<file path="config.mk">
export PLATFORM = sky130hd
export DESIGN_NAME = cofactor_row_streamer_flat
export DESIGN_NICKNAME = d
export VERILOG_FILES = /design/src/rtl/cofactor_pkg.sv /design/src/rtl/cofactor_row_streamer_if.sv /design/src/rtl/stabilizer_row_buffer.sv /design/src/rtl/cofactor_row_streamer.sv /design/src/flat_wrapper.sv
export SDC_FILE = /design/constraint.sdc
export NUM_CORES = 1
export LEC_CHECK = 0
export ABC_AREA = 0
export CELL_PAD_IN_SITES_DETAIL_PLACEMENT = 1
export CELL_PAD_IN_SITES_GLOBAL_PLACEMENT = 1
export CORE_MARGIN = 2
export CORE_UTILIZATION = 47
export CTS_BUF_LIST = sky130_fd_sc_hd__clkbuf_8
export DETAILED_ROUTE_END_ITERATION = 6
export HOLD_SLACK_MARGIN = 0.06
export PLACE_DENSITY = 0.91
export SLEW_MARGIN = 10
export SYNTH_ARGS = -nofsm -noshare
export SYNTH_HDL_FRONTEND = slang
export SYNTH_HIERARCHICAL = 1
export SYNTH_SLANG_ARGS = --single-unit
</file>
<file path="constraint.sdc">
create_clock -name clk -period 4.1 [get_ports clk]
set_input_delay 0.82 -clock clk [delete_from_list [all_inputs] [get_ports clk]]
set_output_delay 0.82 -clock clk [all_outputs]
set_load 0.02 [all_outputs]
</file>
<file path="src/rtl/cofactor_pkg.sv">
// cofactor_pkg: literal encoding, tableau row type and streamer state shared by the row streamer.
package cofactor_pkg;

    localparam int NUM_QUBIT = 3;

    localparam logic [1:0] LIT_I = 2'd0;
    localparam logic [1:0] LIT_X = 2'd1;
    localparam logic [1:0] LIT_Z = 2'd2;
    localparam logic [1:0] LIT_Y = 2'd3;

    // literals[i] is the Pauli literal on qubit i
    typedef struct packed {
        logic [NUM_QUBIT-1:0][1:0]  literals;
        logic [2**NUM_QUBIT-1:0]    phase;
    } row_t;

    typedef enum logic [2:0] {
        IDLE,
        SEND,
        PULSE_P,
        WAIT_FLAG,
        WAIT_CANON,
        RE_P,
        COLLECT,
        DONE
    } strm_state_e;

endpackage

</file>
<file path="src/rtl/cofactor_row_streamer_if.sv">
// cofactor_row_streamer_if: row stream and result bus between the host streamer and the cofactor control unit.
interface cofactor_row_streamer_if #(
    parameter int num_qubit = 3
);

    logic                       valid_in;
    logic [2*num_qubit-1:0]     literals_in;
    logic [2**num_qubit-1:0]    phase_in;
    logic                       valid_P;
    logic                       valid_flag_anticommute;
    logic                       flag_anticommute;
    logic                       valid_out_canonical;
    logic                       valid_out;
    logic [2*num_qubit-1:0]     literals_out;
    logic [2**num_qubit-1:0]    phase_out;

    modport master (
        output valid_in, literals_in, phase_in, valid_P,
        input  valid_flag_anticommute, flag_anticommute, valid_out_canonical,
        input  valid_out, literals_out, phase_out
    );

    modport slave (
        input  valid_in, literals_in, phase_in, valid_P,
        output valid_flag_anticommute, flag_anticommute, valid_out_canonical,
        output valid_out, literals_out, phase_out
    );

endinterface

</file>
<file path="src/rtl/stabilizer_row_buffer.sv">
// stabilizer_row_buffer: tableau register file, one write port, host and stream read ports.
module stabilizer_row_buffer #(
    parameter int num_qubit = 3
) (
    input  logic                            clk,
    input  logic                            rst,
    input  logic                            we,
    input  logic [$clog2(num_qubit)-1:0]    waddr,
    input  logic [2*num_qubit-1:0]          wlit,
    input  logic [2**num_qubit-1:0]         wph,
    input  logic [$clog2(num_qubit)-1:0]    hidx,
    output logic [2*num_qubit-1:0]          hlit,
    output logic [2**num_qubit-1:0]         hph,
    input  logic [$clog2(num_qubit)-1:0]    sidx,
    output logic [2*num_qubit-1:0]          slit,
    output logic [2**num_qubit-1:0]         sph
);

    localparam int IW = $clog2(num_qubit);
    localparam logic [IW:0] NQ = (IW+1)'(num_qubit);

    logic [2*num_qubit-1:0]  lit_q [num_qubit];
    logic [2*num_qubit-1:0]  lit_d [num_qubit];
    logic [2**num_qubit-1:0] ph_q  [num_qubit];
    logic [2**num_qubit-1:0] ph_d  [num_qubit];
    logic hit, fwd;

    always_comb begin
        lit_d = lit_q;
        ph_d  = ph_q;
        if (we && {1'b0, waddr} < NQ) begin
            lit_d[waddr] = wlit;
            ph_d[waddr]  = wph;
        end
    end

    always_ff @(posedge clk or negedge rst) begin
        if (!rst) begin
            lit_q <= '{default: '0};
            ph_q  <= '{default: '0};
        end else begin
            lit_q <= lit_d;
            ph_q  <= ph_d;
        end
    end

    assign hit  = {1'b0, hidx} < NQ;
    assign hlit = hit ? lit_q[hidx] : '0;
    assign hph  = hit ? ph_q[hidx] : '0;

    // a load landing in the same cycle as start must already appear in the stream
    assign fwd  = we && waddr == sidx;
    assign slit = fwd ? wlit : lit_q[sidx];
    assign sph  = fwd ? wph : ph_q[sidx];

endmodule

</file>
<file path="src/rtl/cofactor_row_streamer.sv">
// cofactor_row_streamer: streams the tableau into the cofactor unit, runs the optional
// randomized round and writes the returned rows back in place.
module cofactor_row_streamer
    import cofactor_pkg::*;
#(
    parameter int num_qubit = NUM_QUBIT
) (
    input  logic                            clk,
    input  logic                            rst,
    input  logic                            load_valid,
    input  logic [$clog2(num_qubit)-1:0]    load_idx,
    input  logic [2*num_qubit-1:0]          load_literals,
    input  logic [2**num_qubit-1:0]         load_phase,
    input  logic                            start,
    output logic [2*num_qubit-1:0]          rd_literals,
    output logic [2**num_qubit-1:0]         rd_phase,
    cofactor_row_streamer_if.master         cu,
    output logic                            busy,
    output logic                            done,
    output logic                            err
);

    localparam int IW = $clog2(num_qubit);
    localparam int CW = IW + 1;
    localparam logic [CW-1:0] NQ   = CW'(num_qubit);
    localparam logic [CW-1:0] LAST = CW'(num_qubit - 1);

    strm_state_e state_q, state_d;
    logic [CW-1:0] row_cnt_q, row_cnt_d, canon_cnt_q, canon_cnt_d;
    logic rand_seen_q, rand_seen_d, err_q, err_d;
    logic valid_in_q, valid_in_d, valid_p_q, valid_p_d;
    logic [2*num_qubit-1:0]  literals_in_q, literals_in_d, wlit, slit;
    logic [2**num_qubit-1:0] phase_in_q, phase_in_d, wph, sph;
    logic load_we, cap_we, we;
    logic [IW-1:0] waddr;

    assign load_we = state_q == IDLE && load_valid;
    assign cap_we  = (state_q == WAIT_FLAG || state_q == COLLECT) && cu.valid_out && row_cnt_q < NQ;
    assign we      = load_we || cap_we;
    assign waddr   = load_we ? load_idx : row_cnt_q[IW-1:0];
    assign wlit    = load_we ? load_literals : cu.literals_out;
    assign wph     = load_we ? load_phase : cu.phase_out;

    stabilizer_row_buffer #(.num_qubit(num_qubit)) u_buf (
        .clk   (clk),
        .rst   (rst),
        .we    (we),
        .waddr (waddr),
        .wlit  (wlit),
        .wph   (wph),
        .hidx  (load_idx),
        .hlit  (rd_literals),
        .hph   (rd_phase),
        .sidx  (row_cnt_d[IW-1:0]),
        .slit  (slit),
        .sph   (sph)
    );

    always_ff @(posedge clk or negedge rst) begin
        if (!rst) begin
            state_q       <= IDLE;
            row_cnt_q     <= '0;
            canon_cnt_q   <= '0;
            rand_seen_q   <= 1'b0;
            err_q         <= 1'b0;
            valid_in_q    <= 1'b0;
            valid_p_q     <= 1'b0;
            literals_in_q <= '0;
            phase_in_q    <= '0;
        end else begin
            state_q       <= state_d;
            row_cnt_q     <= row_cnt_d;
            canon_cnt_q   <= canon_cnt_d;
            rand_seen_q   <= rand_seen_d;
            err_q         <= err_d;
            valid_in_q    <= valid_in_d;
            valid_p_q     <= valid_p_d;
            literals_in_q <= literals_in_d;
            phase_in_q    <= phase_in_d;
        end
    end

    always_comb begin
        state_d     = state_q;
        row_cnt_d   = cap_we ? row_cnt_q + 1'b1 : row_cnt_q;
        canon_cnt_d = canon_cnt_q;
        rand_seen_d = rand_seen_q;
        err_d       = err_q;
        case (state_q)
            IDLE: if (start) begin
                state_d     = SEND;
                row_cnt_d   = '0;
                rand_seen_d = 1'b0;
                err_d       = 1'b0;
            end
            SEND: begin
                row_cnt_d = row_cnt_q + 1'b1;
                state_d   = row_cnt_q == LAST ? PULSE_P : SEND;
            end
            PULSE_P, RE_P: begin
                row_cnt_d = '0;
                state_d   = WAIT_FLAG;
            end
            WAIT_FLAG: if (cu.valid_flag_anticommute) begin
                if (!cu.flag_anticommute) begin
                    state_d = row_cnt_d == NQ ? DONE : COLLECT;
                end else if (!rand_seen_q) begin
                    rand_seen_d = 1'b1;
                    canon_cnt_d = '0;
                    state_d     = WAIT_CANON;
                end else begin
                    err_d   = 1'b1;
                    state_d = IDLE;
                end
            end
            WAIT_CANON: if (cu.valid_out_canonical) begin
                canon_cnt_d = canon_cnt_q + 1'b1;
                state_d     = canon_cnt_d == NQ ? RE_P : WAIT_CANON;
            end
            COLLECT: state_d = row_cnt_d == NQ ? DONE : COLLECT;
            DONE:    state_d = IDLE;
        endcase
    end

    // unit-facing outputs are registered off the next state so they line up with it
    always_comb begin
        busy          = state_q != IDLE;
        done          = state_q == DONE;
        valid_in_d    = state_d == SEND;
        literals_in_d = valid_in_d ? slit : '0;
        phase_in_d    = valid_in_d ? sph : '0;
        valid_p_d     = state_d == PULSE_P || state_d == RE_P;
    end

    assign cu.valid_in    = valid_in_q;
    assign cu.literals_in = literals_in_q;
    assign cu.phase_in    = phase_in_q;
    assign cu.valid_P     = valid_p_q;
    assign err            = err_q;

endmodule

</file>
<file path="src/flat_wrapper.sv">
// flat-port wrapper written by rule: the top's interface ports become plain ports
module cofactor_row_streamer_flat import cofactor_pkg::*;
#(
    parameter int num_qubit = NUM_QUBIT
)
  (clk, rst, load_valid, load_idx, load_literals, load_phase, start, rd_literals, rd_phase, busy, done, err, cu_valid_in, cu_literals_in, cu_phase_in, cu_valid_P, cu_valid_flag_anticommute, cu_flag_anticommute, cu_valid_out_canonical, cu_valid_out, cu_literals_out, cu_phase_out);
  cofactor_row_streamer_if #(.num_qubit(num_qubit)) cu_i ();
  input  logic clk;
  input  logic rst;
  input  logic load_valid;
  input  logic [$clog2(num_qubit)-1:0] load_idx;
  input  logic [2*num_qubit-1:0] load_literals;
  input  logic [2**num_qubit-1:0] load_phase;
  input  logic start;
  output logic [2*num_qubit-1:0] rd_literals;
  output logic [2**num_qubit-1:0] rd_phase;
  output logic busy;
  output logic done;
  output logic err;
  output wire logic [$bits(cu_i.valid_in)-1:0] cu_valid_in;
  output wire logic [$bits(cu_i.literals_in)-1:0] cu_literals_in;
  output wire logic [$bits(cu_i.phase_in)-1:0] cu_phase_in;
  output wire logic [$bits(cu_i.valid_P)-1:0] cu_valid_P;
  input wire logic [$bits(cu_i.valid_flag_anticommute)-1:0] cu_valid_flag_anticommute;
  input wire logic [$bits(cu_i.flag_anticommute)-1:0] cu_flag_anticommute;
  input wire logic [$bits(cu_i.valid_out_canonical)-1:0] cu_valid_out_canonical;
  input wire logic [$bits(cu_i.valid_out)-1:0] cu_valid_out;
  input wire logic [$bits(cu_i.literals_out)-1:0] cu_literals_out;
  input wire logic [$bits(cu_i.phase_out)-1:0] cu_phase_out;
  assign cu_valid_in = cu_i.valid_in;
  assign cu_literals_in = cu_i.literals_in;
  assign cu_phase_in = cu_i.phase_in;
  assign cu_valid_P = cu_i.valid_P;
  assign cu_i.valid_flag_anticommute = cu_valid_flag_anticommute;
  assign cu_i.flag_anticommute = cu_flag_anticommute;
  assign cu_i.valid_out_canonical = cu_valid_out_canonical;
  assign cu_i.valid_out = cu_valid_out;
  assign cu_i.literals_out = cu_literals_out;
  assign cu_i.phase_out = cu_phase_out;
  cofactor_row_streamer #(.num_qubit(num_qubit)) u_core (.clk(clk), .rst(rst), .load_valid(load_valid), .load_idx(load_idx), .load_literals(load_literals), .load_phase(load_phase), .start(start), .rd_literals(rd_literals), .rd_phase(rd_phase), .cu(cu_i), .busy(busy), .done(done), .err(err));
endmodule
</file>
Yosys cells after proc, flatten, opt, wreduce, memory -nomap -nowiden. Cells that the tools add are included.

Reductions and logical operators: 17. Equal/unequal tests: 20. Bitwise gates (word level): 3. Mux-type cells: 52. Shifts and indexed selects: 0. $add $sub $neg: 2. Multiply operators: 0. Div/mod/pow operators: 0. Order comparisons: 7.

Operators with widths (count): $mux 8 (9); $mux 6 (9); $mux 3 (11); $bmux 8 s2 (2); $bmux 6 s2 (2); $bwmux 24 (1); $pmux 3 s7 (1); $bwmux 18 (1); $eq 3x2->1 const B (6); $demux 8 s2 (1); $eq 3x3->1 const B (5); $demux 6 s2 (1); $ne 2x2->1 const B (5); $reduce_and 5->1 (2); $ge 3x3->1 const B (3); $not 2->3 (3); $pmux 3 s3 (1); $mux 1 (8); $add 3x1->3 const B (2); $eq 3x1->1 const B (2); $logic_and 1x1->1 (6); $pmux 3 s2 (1); $lt 2x2->1 const B (2); $mux 2 (2); 11 further kinds (15).

Bits in latches: 0. Logic and storage cells: 116. Bits in registers: 69. Bits in read-only memories: 0. Input port bits: 38. Memory bits (writable): 0. Output and inout bits: 33. Memories kept: 0.

Logic depth before layout (Yosys ltp).
Word-level depth: 13. Mapped depth: 12. Depth with buffers taken out: 9.

Modules after synthesis. The synthesis kept the hierarchy.

Modules (own cells, without submodules): stabilizer_row_buffer (times used 1, sequential area each 1051.0 um^2, area an instance 2391.0 um^2, cells each 189); cofactor_row_streamer (times used 1, sequential area each 675.6 um^2, area an instance 1665.3 um^2, cells each 153).

Least setup slack after synthesis. OpenSTA, ideal clock, no wires.

Kind: in2reg. Start: input port cu_valid_out. End: register u_core.literals_in_q[0] (netlist: u_core/cu.literals_in[0]). Setup time: 0.139 ns. Data required time: 3.961 ns. Data arrival time: 2.579 ns. Slack: 1.382 ns. Stages on the path: 11. Buffers on the path: 2. Cells stage by stage: nand3b_1 > nor3b_1 > or2_2 > o22ai_1 > buf_6 > buf_2 > mux2i_1 > o2bb2ai_1 > mux2_4 > nand2_1 > a211oi_1.

Word-level cells in the longest chain between the ends: 11. Elaborated cells between the ends (all ways): 20. Those cells by class: eq/ne: 3; mux: 12; bitwise: 1; reduce/logical: 4.

Ends and longest elaborated chain: start: declaration (line flat_wrapper.sv:27) `input wire logic [$bits(cu_i.valid_out)-1:0] cu_valid_out;`; $logic_and 1x1->1 (*) (2 in a row) (line cofactor_row_streamer.sv:38) `assign cap_we = (state_q == WAIT_FLAG || state_q == COLLECT) && cu.valid_out && row_cnt_q < NQ;`; $mux 3 (*) (line cofactor_row_streamer.sv:85) `row_cnt_d = cap_we ? row_cnt_q + 1'b1 : row_cnt_q;`; $mux 3 (line cofactor_row_streamer.sv:90) `IDLE: if (start) begin`; $pmux 3 s3 (*) (line cofactor_row_streamer.sv:89) `case (state_q)`; named net u_core.row_cnt_d[1] (line cofactor_row_streamer.sv:29) `logic [CW-1:0] row_cnt_q, row_cnt_d, canon_cnt_q, canon_cnt_d;`; $not 2->3 (implied by the code) (line stabilizer_row_buffer.sv:53) `assign slit = fwd ? wlit : lit_q[sidx];`; $bmux 6 s2 (line stabilizer_row_buffer.sv:53); $mux 6 (implied by the code) (2 in a row) (line stabilizer_row_buffer.sv:53); $mux 6 (*) (line stabilizer_row_buffer.sv:53); named net u_core.slit[0] (line cofactor_row_streamer.sv:32) `logic [2*num_qubit-1:0] literals_in_q, literals_in_d, wlit, slit;`; $mux 6 (*) (line cofactor_row_streamer.sv:130) `literals_in_d = valid_in_d ? slit : '0;`; named net u_core.literals_in_d[0] (line cofactor_row_streamer.sv:32); end signal: assignment (line cofactor_row_streamer.sv:78) `literals_in_q <= literals_in_d;`; end: declaration (line cofactor_row_streamer.sv:32).

Mark *: on every way through the listed nets, which the timed path passes. The rest lies on a longest branch. The select of a mux whose other input is x is not followed. A chain may end at the register's enable or synchronous reset.

Worst setup path in the final report.
Start: input port load_idx[0]. End: output port rd_literals[3].

Word-level cells in the longest chain between the ends: 5. Elaborated cells between the ends (all ways): 6. Those cells by class: order compare: 1; mux: 4; bitwise: 1.

Ends and longest elaborated chain: start: declaration (line flat_wrapper.sv:11) `input logic [$clog2(num_qubit)-1:0] load_idx;`; $not 2->3 (implied by the code) (line stabilizer_row_buffer.sv:48) `assign hlit = hit ? lit_q[hidx] : '0;`; $bmux 6 s2 (line stabilizer_row_buffer.sv:48); $mux 6 (implied by the code) (2 in a row) (line stabilizer_row_buffer.sv:48); $mux 6 (*) (line stabilizer_row_buffer.sv:48); end: declaration (line flat_wrapper.sv:15) `output logic [2*num_qubit-1:0] rd_literals;`.

Every way passes the cells marked *; elsewhere a longest branch is shown, timed or not. The select of a mux whose other input is x is not followed.

==> reports/results.ini <==
[synth]
synth_compound_area_share_pct=14.3
ys_warn_count=6
synth_most_common_cell=dfrtp_1
synthCells=342
synth_top_area_cell=dfrtp_1
muxShareOfSynthArea_pct=27.8
ys_top_cells_by_count=dfrtp_1 (69), mux2_2 (46), nand2_1 (41)
synth-seq-cells=69
synth_cell_types=52
async_flop_share_pct=100
netlist_area_sq_um=4060
synth-simple-area-share_pct=8.98
synth_enable_flop_cells=0
syn_nets=384
seq_area_frac_synth_pct=42.6
netlist.area_leader.share_pct=42.6
synth_flop_cell=dfrtp_1
synth_xor_area_share_pct=1.05
yosys-top-cells-area=dfrtp_1 (43%), mux2_2 (13%), mux2i_1 (7.4%)
synth.avg_cell_area_sq_um=11.9
synth_top_family_by_area=multiplexers
synthAdderAreaFrac_pct=1.23

[clock_network]
ctsResizeCount=0
cts_buffers=9
clock_sinks=69
clock-root-buffer=clkbuf_8
clk_pin_slew_ps=80
clk_latency_ps=360
cts_tree=done
clockBufferDepth=2
hold_buffers=0
cts_setup_buffers=0
cts_max_level=3

[cells_and_area]
n_fill_cell=859
final_nets=459
synthToLayoutAreaGrowth_pct=25.9
multi_input_area_sq_um=2170
diodes=0
drive_gt1_share_pct=25.6
fin_area_sq_um=5110
seq_area_sq_um=1730
final_util_pct=61.5

[sta]
skew_ps=7.91
setup_viol=0
rsz0062_at_grt=no
slew_headroom_pct=38.3
timing.final.ws_setup_ps=480
fmax_mhz=276
hold_viol_final=0
hold_slack_ps=521
slew_viol_final=0
setup_tns_ps=0
worstMarginPinSlew_ps=925
timing.final.crit_share_pct=88.3
post-route-min-period_ps=3620

[floorplanning]
fp.coreArea_sq_um=8300
dieArea_sq_um=9390
die_x_um=96.9
die_h_um=96.9
start_util_pct=48.9
row_count=33
io_pins=71

[drt]
drtIter0Drc=142
wire_per_inst_um=22.2
routed-via-count=3154
vias_per_cell=5.98
totalWireLength_um=11700
drc=0
antenna_left=0
firstDrtPassIters=4

[global_routing]
grt_use_total_pct=25.9
grt_pass1_wl_um=19000
grt_pass1_vias=3494
grt_max_degree=70
grt_overflow_total=0
antenna_found_initial=0

[power_and_ir_drop]
p_per_area_nw_per_um2=908
leakagePower_uw=0.00216
ir_worst_vdd_uv=398

[hold_path]
worstHoldPathCells=1
worstHoldStart=u_core/canon_cnt_q[2]
hp-class=reg -> reg
hold_path_end=u_core/canon_cnt_q[2]

[critical_path]
reg2reg_from=u_core/state_q[0]
slowest_delay_ps=660
path_class=in -> out
rr_endpoint=u_core/cu.literals_in[2]
critical_path_arrival_ps=2800
cp_slowest_cell=clkdlybuf4s50_1
startpoint_type=primary input
crit_chain=clkdlybuf4s50_1, nor2b_1, buf_4, nand2_1, o21ai_0, clkdlybuf4s50_1
critPathMaxFanout=6
end_kind=output pin
r2r_cells=10
rrSetupSlack_ps=820
cpMostUsedCell=clkdlybuf4s50_1
worstPathRequired_ps=3280

[placed_design]
hpwl_um=7980
post-place-ws_ps=378
port_buffers=70
gp_congestion=0.790
placed_area_sq_um=4860

[job]
cap_viol_max_count=0

[status]
outcome=finished clean

## power by group
group          leakage, uW  internal [uW]  switching, uW
clock             0.000120            407            288
sequential        0.000864            974            289
combinational      0.00118           1290           1390
## cell usage in the layout, fill, tap and decap left out, types with 2 or more instances in the layout
cell             count
nand2b_1             2
mux2_1              14
nand3b_1             3
nor2_1               5
o21ai_1              4
nor3b_1              2
nand2_1             41
mux2i_1             30
inv_1                7
nor2b_1              4
mux2_2              46
mux2_4              10
bufinv_16            3
dfrtp_1             69
o21ai_0             17
clkinv_4             3
buf_4               15
a21oi_1              4
xnor2_1              3
o2bb2ai_1           14
a211oi_2             9
clkbuf_8             9
clkdlybuf4s50_1     69
a211oi_1             6
ha_1                 4
## critical path, delay by kind of cell
family | cells | cell delay, ps
AO/OA/AOI/OAI | 1 | 110
buffers and inverters | 3 | 1390
AND/OR/NAND/NOR | 2 | 490
## worst max-delay path by stage
stage | from | to
after floorplan | cu_valid_out | u_core/cu.literals_in[0]
after global placement | load_idx[1] | rd_literals[2]
after detailed placement | start | u_core/cu.phase_in[2]
after CTS | load_idx[0] | rd_literals[2]
after global routing | load_idx[0] | rd_literals[1]
final | load_idx[0] | rd_literals[3]
## area by class of cell
type	count	share of cell area, %
clock buffers	9	2.43
clock inverters	7	2.43
inverters	7	0.514
multi-input cells	245	42.4
flip-flops and latches	69	33.8
well taps	105	2.57
repair buffers	85	15.8
## cell families after synthesis
| kind of cell | after synthesis |
|---|---|
| AOI/OAI and AO/OA | 68 |
| muxes | 100 |
| buffers and inverters | 28 |
| and+or+nand+nor | 69 |
| xor gates and xnor gates | 4 |
| DFF | 69 |
| adders and majority gates | 4 |
## routing by layer
metal / global-route usage [%] / routed length (um) / up-vias
met5: 0 / 0 / -
met3: 5.06 / 481 / 29
met4: 11.4 / 337 / 0
met2: 42.7 / 5830 / 96
li1: - / - / 1395
met1: 33.1 / 5070 / 1634
## metrics by stage
stage | std cells | total power [uW]
floorplan | 342 | 3120
global placement | 511 | 3700
detailed placement | 511 | 3870
CTS | 527 | 4630
global route | 527 | 4900
finish | 527 | 4640
## sequential cells by signal, indices dropped and copies added (netlist names)
register	flops
u_core/err	1
u_core/cu.phase_in	8
u_core/cu.valid_in	1
u_core/cu.literals_in	6
u_core/u_buf/ph_q	24
u_core/u_buf/lit_q	18
u_core/row_cnt_q	3
u_core/state_q	3
u_core/canon_cnt_q	3
u_core/rand_seen_q	1
u_core/cu.valid_P	1
(Power assumes the default switching activity.)
